===== config.mk =====
export PLATFORM = sky130hd
export DESIGN_NAME = cache_fill_ctrl
export DESIGN_NICKNAME = d
export VERILOG_FILES = /design/src/rtl/cache_fill_ctrl.sv
export SDC_FILE = /design/constraint.sdc
export NUM_CORES = 1
export LEC_CHECK = 0
export ABC_AREA = 1
export BUFFER_PORTS_ARGS = -buffer_cell sky130_fd_sc_hd__buf_2
export CAP_MARGIN = 20
export CORE_MARGIN = 2
export CORE_UTILIZATION = 29
export DETAILED_ROUTE_END_ITERATION = 16
export PLACE_DENSITY = 0.62
export SETUP_SLACK_MARGIN = 0.02
export SLEW_MARGIN = 20
export SYNTH_ARGS = -nofsm -noshare
export SYNTH_HDL_FRONTEND = slang
export SYNTH_SLANG_ARGS = --single-unit

===== constraint.sdc =====
create_clock -name clk -period 4.5 [get_ports clk]
set_clock_uncertainty 0.05 [all_clocks]
set_input_delay 0.225 -clock clk [delete_from_list [all_inputs] [get_ports clk]]
set_output_delay 0.225 -clock clk [all_outputs]
set_load 0.05 [all_outputs]

===== src/rtl/cache_fill_ctrl.sv =====
// cache_fill_ctrl: cache line fill controller with optional dirty-victim write-back before the fill
module cache_fill_ctrl #(
  parameter int WORD_SIZE = 32,
  parameter int WORDS_PER_LINE = 8
) (
  input  logic clk,
  input  logic clr,
  input  logic miss,
  input  logic dirty,
  input  logic [WORD_SIZE-1:0] miss_addr,
  input  logic [WORD_SIZE-1:0] victim_addr,
  input  logic [WORD_SIZE-1:0] victim_word,
  input  logic [WORD_SIZE-1:0] mem_rdata,
  input  logic mem_ack,
  output logic mem_req,
  output logic mem_we,
  output logic [WORD_SIZE-1:0] mem_addr,
  output logic [WORD_SIZE-1:0] mem_wdata,
  output logic [$clog2(WORDS_PER_LINE)-1:0] word_idx,
  output logic [WORD_SIZE*WORDS_PER_LINE-1:0] line_o,
  output logic line_valid,
  output logic busy
);
  localparam int LB = $clog2(WORDS_PER_LINE);
  localparam logic [WORD_SIZE-1:0] LO_MASK = {{(WORD_SIZE-LB-2){1'b0}}, {(LB+2){1'b1}}};
  typedef enum logic [1:0] {IDLE, WB, FILL, DONE} state_t;
  state_t state;
  logic [WORD_SIZE-1:0] fill_base;
  logic [WORD_SIZE-1:0] wb_base;
  assign mem_req = state == WB || state == FILL;
  assign mem_we = state == WB;
  assign busy = state != IDLE;
  assign line_valid = state == DONE;
  assign mem_wdata = victim_word;
  assign mem_addr = ((mem_we ? wb_base : fill_base) & ~LO_MASK) | {{(WORD_SIZE-LB-2){1'b0}}, word_idx, 2'b00};
  always_ff @(posedge clk) begin
    if (clr) begin
      state <= IDLE;
      word_idx <= '0;
      fill_base <= '0;
      wb_base <= '0;
      line_o <= '0;
    end else begin
      case (state)
        IDLE: if (miss) begin
          fill_base <= miss_addr;
          wb_base <= victim_addr;
          word_idx <= '0;
          state <= dirty ? WB : FILL;
        end
        WB, FILL: if (mem_ack) begin
          if (state == FILL) line_o[word_idx*WORD_SIZE +: WORD_SIZE] <= mem_rdata;
          word_idx <= word_idx + LB'(1);
          if (&word_idx) state <= state == WB ? FILL : DONE;
        end
        default: state <= IDLE;
      endcase
    end
  end
endmodule


==> results of run 1 <==
[metal layers]
metal | up-vias | GRT usage | part of all wire
met4 | 4 | 0.06815 | 0.030
met1 | 6456 | 0.2758 | 0.45
li1 | 7188 | - | -
met2 | 444 | 0.3236 | 0.44
met3 | 93 | 0.05958 | 0.083
met5 | - | 0 | 0.00037
[sequential cells by signal, indices dropped and copies added, names as in the netlist]
name	count
fill_base	27
wb_base	27
word_idx	3
state	2
line_o	256
[cells by family (layout without fill, tap and decap cells)]
| group | after synthesis | after routing | synth area share |
|---|---|---|---|
| other | 1 | 3 | 0.0002646 |
| AO/OA/AOI/OAI | 233 | 233 | 0.08229 |
| AND/OR/NAND/NOR | 1186 | 1186 | 0.3337 |
| buffers and inverters | 405 | 776 | 0.1281 |
| adder cells (fa/ha/maj) | 12 | 12 | 0.01059 |
| flip-flops | 315 | 315 | 0.4450 |
[how the worst max path moves through the flow]
stage / from / cells after the start / endpoint / slack, ns
after floorplan: word_idx[0] / 14 / line_o[205] / 1.62
after global placement: word_idx[1] / 8 / line_o[172] / 1.31
after detailed placement: word_idx[1] / 8 / line_o[185] / 1.27
after CTS: word_idx[1] / 8 / line_o[185] / 1.25
after global routing: word_idx[1] / 9 / line_o[183] / 0.92
final: word_idx[1] / 9 / line_o[183] / 1.25
[worst max-delay path: cells and delay by family (launching register included)]
family | cells | cell delay (ns)
fa+ha+maj | 2 | 0.67
buf+inv | 2 | 0.57
flops | 1 | 0.52
simple gates | 5 | 1.35
[cell usage in the layout (no fill, tap or decap)]
| cell type | count |
|---|---|
| a21oi_1 | 89 |
| a21oi_2 | 1 |
| and2_1 | 5 |
| buf_12 | 1 |
| buf_2 | 383 |
| buf_4 | 22 |
| bufinv_16 | 4 |
| clkbuf_1 | 11 |
| clkbuf_16 | 41 |
| clkbuf_8 | 7 |
| clkinv_1 | 2 |
| clkinv_2 | 6 |
| clkinvlp_4 | 1 |
| conb_1 | 2 |
| dfxtp_1 | 314 |
| dfxtp_2 | 1 |
| diode_2 | 1 |
| dlygate4sd3_1 | 73 |
| ha_1 | 10 |
| ha_2 | 2 |
| inv_1 | 221 |
| inv_2 | 3 |
| inv_8 | 1 |
| nand2_1 | 445 |
| nand2_2 | 3 |
| nand2_4 | 1 |
| nand3_1 | 127 |
| nand3_2 | 1 |
| nand3_4 | 2 |
| nand3b_1 | 1 |
| nor2_1 | 593 |
| nor2_2 | 3 |
| nor2_4 | 3 |
| nor2_8 | 1 |
| nor3_4 | 1 |
| o21ai_0 | 139 |
| o21ai_1 | 4 |
[stage by stage]
stage               cell area [um2]  hold slack (ns)  utilization  power (mW)  cells
detailed placement            16110           0.3912       0.3319       6.602   3003
global route                  18170          0.02158       0.3743       10.36   3147
CTS                           18170        0.0007144       0.3742       9.945   3146
finish                        18170          0.02140       0.3743       9.856   3147
global placement              16110           0.3857       0.3319       6.582   3003
floorplan                     14170           0.3417            -       5.613   2153
[repair_timing]
action | 4_1_cts | 5_1_grt
buffers inserted | 0 | 0
hold buffers | 73 | 0
endpoints found under the hold margin | 74 | 0
[layout make-up]
| type | instances | share of cell area |
|---|---|---|
| diodes | 1 | 0.0001377 |
| clock buffers | 59 | 0.06405 |
| clock inverters | 11 | 0.008677 |
| inverters | 227 | 0.04731 |
| multi-input cells | 1433 | 0.3339 |
| flip-flops and latches | 315 | 0.3472 |
| well taps | 622 | 0.04283 |
| repair buffers | 479 | 0.1559 |
[power breakdown]
group          internal (mW)  switching, mW
Sequential              2.99          0.111
Combinational          0.689           2.80
Clock                   2.01           1.25
Total                   5.69           4.16
==> key figures, run 1 <==
Yosys
  – Share of flip-flops with an asynchronous set or reset: 0
  – Most used DFF post-synth: dfxtp_1
  – Synthesized instance count: roughly 2200
  – Netlist cell types: 28
  – YS warnings: 0
  – Area contributors post-synth: dfxtp_1 44%, nor2_1 16%, nand2_1 12%
  – Sequential element share of the synthesized area: 0.4450
  – Post-synth top area cell: dfxtp_1
  – Mapped Area: ~14000 um2
  – Most common library cells after synthesis: 594 x nor2_1, 446 x nand2_1, 315 x dfxtp_1
  – Yosys reg bits: approximately 320
  – Yosys top cell area share: 0.4450
  – Most common cell in the netlist: nor2_1
  – Number of synthesized flops with an enable pin: 0
  – Syn avg cell area: approximately 6.6 um2

Place
  – Gpl congestion: 0.8272
  – Placement Setup Slack: 1.268 ns
  – Dpl hpwl: approximately 37 mm
  – I/O Buffers: 383

Setup path
  – Slowest stage delay, CP: between 0.6 and 0.7 ns
  – Most used cell along the critical path: nand2_1
  – Crit end category: flop
  – Crit Path Category: reg -> reg
  – FF-to-FF Start: word_idx[1]
  – WP data arrival: approximately 3.7 ns
  – CP Data Required Time: approximately 4.9 ns
  – Crit path cell chain: inv_1, ha_2, ha_1, nor3_4, buf_4, nand2_1, nand2_1, nand2_1, nor2_1
  – Reg2Reg Depth: 9
  – Crit path max fanout: 35
  – Reg2reg setup slack: 1.25 ns
  – Worst R2R End: line_o[183]
  – Worst-path cell with the longest stage delay: nand2_1
  – Startpoint Class: flop

Global routing
  – Total track usage: 0.2078
  – Initial antenna violation count: 3
  – Grt total ovfl: 0
  – Largest net degree at the start of global routing: 140
  – Vias in the first global route: roughly 13000
  – First-pass GRT wire length: just under 80 mm

Clock tree
  – Post-CTS Resized: 0
  – Deepest clock path buffer count: 3
  – Clock latency on the worst-skew pair: between 0.5 and 0.6 ns
  – Root buffer cell: clkbuf_16
  – TritonCTS Buffers: 38
  – H-tree levels: 2
  – Clock Sinks: ~320
  – TritonCTS clock tree: done
  – Clock transition at path regs: ~0.060 ns

STA
  – Setup-failing EPs final: 0
  – Final Hold Viols: 0
  – Worst-margin pin slew: ~0.99 ns
  – Final min period: 3.247 ns
  – RSZ-0062 raised after global routing: false
  – Max Slew Vio Count: 0
  – Max_slew headroom: 0.3387
  – Setup TNS: 0 ns
  – Final period utilization: 0.7216
  – Fmax: 0.3079 GHz
  – Worst Slack Setup Final: roughly 1.3 ns

Job
  – Max-cap violation count: 0

Routing
  – Via count: roughly 14000
  – Number of detailed-route iterations in the first pass: 5
  – Vias per cell: about 4.5
  – WL final: about 54 mm
  – 1st-iter DRT viols: around 970
  – Detail Route Antenna Nets: 0
  – Drt drc: 0
  – Post-DR wirelength/cell: around 17 um

Cells and area
  – Layout cell share with drive strength beyond 1: 0.1933
  – Layout Area Growth over Synthesis: 28.21%
  – FILL cells: 5243
  – FF+latch area: 6307 um2
  – Multi-input logic area: ~6100 um2
  – Nets: ~2600

Die
  – Boundary Pins: 460
  – Die span in y: approximately 230 um
  – Core Area: approximately 50000 um2
  – Core Rows: slightly above 80
  – Die ar.: just over 50000 um2
  – Die Wd: 225.1 um
  – Initial core utilization: 0.2919

Pwr
  – Power Density: roughly 540 nW/um2
  – Leakage: ~9.4 nW
  – Maximum vdd drop: between 0.5 and 0.6 mV

Min path
  – Hold WC Path Type: in -> reg
  – Worst Hold Launch: mem_rdata[30]
  – Hold depth: 5
  – Hold Crit Endpoint: line_o[30]

Outcome
  – Status: completed
(Power assumes the default switching activity.)
==> run 2: changes to the inputs <==
ABC_AREA = 0   (was 1)
PLACE_DENSITY = 0.64   (was 0.62)
clock period = 2.7 ns   (was 4.5 ns; I/O delays follow)
==> run 2 against run 1 <==
- setup slack worse by 0.89 ns
- clock-buffer cell count decreased by 7
- wire length down 20%
- hold slack gained 0.20 ns
- power up 33%
- cell count decreased by 22%
- first-iteration DRC count is 40% lower
- via count is 22% lower
- largest power group is now the clock network
- highest routed layer is now met4
==> key figures, run 2 <==
Outcome
  – Status: completed

Cells and area
  – Util after Layout: 0.3958 (+0.02156)
  – Nets: 1976 (-25%)
  – ANT cells: 0 (-1)
  – Layout Area Growth over Synthesis: 34.83%
  – Max reg flops: 256 (unchanged)
  – Most flops, register: line_o
  – Layout cell share with drive strength beyond 1: 0.2824 (+0.08907)
  – Commonest non-fill, non-tap cells in the layout: 527 x nand2_1, 383 x buf_2, 315 x dfxtp_1
  – Largest registers: line_o: 256 flops, fill_base: 27 flops, wb_base: 27 flops
  – Commonest non-fill, non-tap cell in the layout: nand2_1

STA
  – Final min period: ~2.3 ns
  – Final Hold Viols: 0 (unchanged)
  – Fmax: approximately 0.43 GHz
  – Setup TNS: 0 ns (unchanged)
  – Max_slew headroom: 0.4960 (+0.1573)
  – Final period utilization: 0.8671
  – Setup-failing EPs final: 0 (unchanged)
  – Max Slew Vio Count: 0 (unchanged)
  – Worst-margin pin slew: 0.7544 ns (-0.2351 ns)
  – RSZ-0062 raised after global routing: false

Clock tree
  – CTS Hold Bufs: 91 (+25%)
  – Post-CTS Resized: 0 (unchanged)
  – Clock transition at path regs: 0.06 ns (about the same)
  – H-tree levels: 2 (unchanged)
  – Clock Sinks: 315 (unchanged)
  – TritonCTS clock tree: done
  – Deepest clock path buffer count: 3 (unchanged)
  – TritonCTS Buffers: 37 (-2.6%)
  – Number of post-CTS setup repair buffers: 0 (unchanged)
  – Clock latency on the worst-skew pair: 0.54 ns (about the same)
  – Root buffer cell: clkbuf_16

Yosys
  – Yosys top cell area share: 0.4868 (+0.04182)
  – Post-synth top area cell: dfxtp_1
  – Most common cell in the netlist: nand2_1
  – Compound-Gate Fraction of Synth Area: 0.02898 (-0.05331)
  – Syn avg cell area: 9.194 um2 (+40%)
  – Area contributors post-synth: dfxtp_1 49%, mux2i_1 20%, nand2_1 15%
  – Yosys reg bits: 315 (unchanged)
  – Largest family of logic cells by synthesized area: multiplexers
  – Post-synthesis adder-cell area fraction: 0.01159 (+0.0009958)
  – Most used DFF post-synth: dfxtp_1
  – Post-synthesis mux area share: 0.2213 (+0.2213)
  – Mapped Area: 12950 um2 (-8.6%)
  – Most common library cells after synthesis: 527 x nand2_1, 315 x dfxtp_1, 256 x mux2i_1
  – Netlist cell types: 35 (+25%)
  – YS warnings: 0 (unchanged)
  – Number of synthesized flops with an enable pin: 0 (unchanged)
  – Sequential element share of the synthesized area: 0.4868 (+0.04182)
  – Synthesized instance count: 1409 (-35%)
  – Share of flip-flops with an asynchronous set or reset: 0 (unchanged)
  – Synth Area in XOR/XNOR: 0 (unchanged)
  – Post-Synth Simple-Gate Area: 0.1840 (-0.1497)

Die
  – Boundary Pins: 460 (unchanged)
  – Die ar.: 46370 um2 (-8.4%)
  – Initial core utilization: 0.2936 (+0.001654)
  – Die Wd: 215.3 um (-4.3%)
  – Die span in y: 215.3 um (-4.3%)
  – Core Rows: 77 (-4.9%)
  – Core Area: 44120 um2 (-9.1%)

Setup path
  – Reg2reg setup slack: 0.49 ns (-0.76 ns)
  – Crit end category: output port
  – CP Data Required Time: 2.52 ns (-2.40 ns)
  – Startpoint Class: flop
  – WP data arrival: 2.16 ns (-1.51 ns)
  – Crit Path Category: reg -> out
  – Crit path max fanout: 28 (-20%)

Routing
  – WL final: 43.64 mm (-20%)
  – Post-DR wirelength/cell: 17.80 um (+2.8%)
  – Vias per cell: 4.532 (+0.55%)
  – Detail Route Antenna Nets: 0 (unchanged)
  – Number of detailed-route iterations in the first pass: 5 (unchanged)
  – Via count: 11110 (-22%)
  – Drt drc: 0 (unchanged)
  – 1st-iter DRT viols: 584 (-40%)

Min path
  – Hold WC Path Type: in -> out

Job
  – Max-cap violation count: 0 (unchanged)

Pwr
  – Flop pwr share: 0.376 (+0.061)
  – Leakage: 8.172 nW (-13%)
  – Maximum vdd drop: 0.6566 mV (+20%)
  – P_int: 8.910 mW (+57%)
  – Power share of the clock group: 0.396 (+0.065)
  – Comb pwr share: 0.228 (-0.126)
  – Net switching component of the power: 4.247 mW (+2.0%)
  – Sw frac: 0.3228 (-0.09969)
  – Power Density: 753.3 nW/um2 (+39%)

Place
  – I/O Buffers: 383 (unchanged)
  – Dpl hpwl: 30.34 mm (-19%)
  – Gpl congestion: 0.8362 (+1.1%)

Global routing
  – Initial antenna violation count: 0 (-3)
  – Grt total ovfl: 0 (unchanged)
  – Vias in the first global route: 11540 (-11%)
  – First-pass GRT wire length: 66.20 mm (-17%)
  – Largest net degree at the start of global routing: 95 (-32%)
  – Total track usage: 0.1837 (-0.02415)
==> run 2: changes by cell type after synthesis, moves of 27 or more <==
cell	change
nor2b_1	+35
o21ai_0	-136
mux2_2	+27
mux2i_1	+256
buf_2	-60
inv_1	-216
nor2_1	-593
nand3_1	-124
nand2_1	+81
a21oi_1	-32
==> run 2: final cells by class <==
class / count / area (um2)
Tap cell: 592 / 740.7
Clock inverter: 15 / 227.7
Inverter: 8 / 37.54
Multi-Input combinational cell: 950 / 5842
Sequential cell: 315 / 6306
Timing Repair Buffer: 519 / 3278
Clock buffer: 52 / 1033
Fill cell: 4358 / 26660
==> run 2: final timing paths <==
check / from / to / cells past startpoint
setup / recovery: state[1] / mem_addr[21] / 5
hold / removal: victim_word[16] / mem_wdata[16] / 0
setup reg to reg: word_idx[2] / line_o[252] / 6
hold reg to reg: fill_base[26] / fill_base[26] / 2
==> run 2: cells by family (layout without fill, tap and decap cells) <==
logic type	after synthesis	in the layout
other	1	2
and+or+nand+nor	585	585
DFF	315	315
muxes	283	283
AOI/OAI and AO/OA	68	68
buffers and inverters	145	594
adders and majority gates	12	12
==> run 2: power groups by stage <==
stage               combinational, mW  sequential, mW  clock, mW
CTS                              3.04            4.95       5.34
global route                     3.22            4.97       5.56
global placement                 2.89            5.04          0
finish                           3.00            4.95       5.21
floorplan                        1.91            5.18          0
detailed placement               2.92            5.05          0
==> run 2: worst max-delay path, cell delays in order, from the launching register on <==
cell	delay (ns)
dfxtp_1	0.37
inv_1	0.12
ha_1	0.14
buf_4	0.35
mux2_2	0.40
buf_2	0.22
==> run 2: metal layers <==
layer	share of wire	GRT usage	wire length [um]	vias to the layer above
li1	-	-	-	5399
met5	0	0	0	-
met4	0.032	0.06529	1379	0
met2	0.50	0.3370	22000	389
met3	0.066	0.05124	2892	64
met1	0.40	0.2013	17370	5257
==> run 2: per-stage QoR <==
step | cells | power (mW) | setup WS [ns] | hold WS (ns) | cell area (um2)
6_report | 2451 | 13.16 | 0.3588 | 0.2200 | 17470
4_1_cts | 2451 | 13.32 | 0.3131 | 0.2203 | 17470
5_1_grt | 2451 | 13.74 | 0.2481 | 0.2201 | 17470
3_3_place_gp | 2293 | 7.928 | 0.5879 | 0.2203 | 15290
3_5_place_dp | 2293 | 7.968 | 0.5030 | 0.2203 | 15290
2_1_floorplan | 1410 | 7.088 | 0.2203 | 0.2210 | 12960
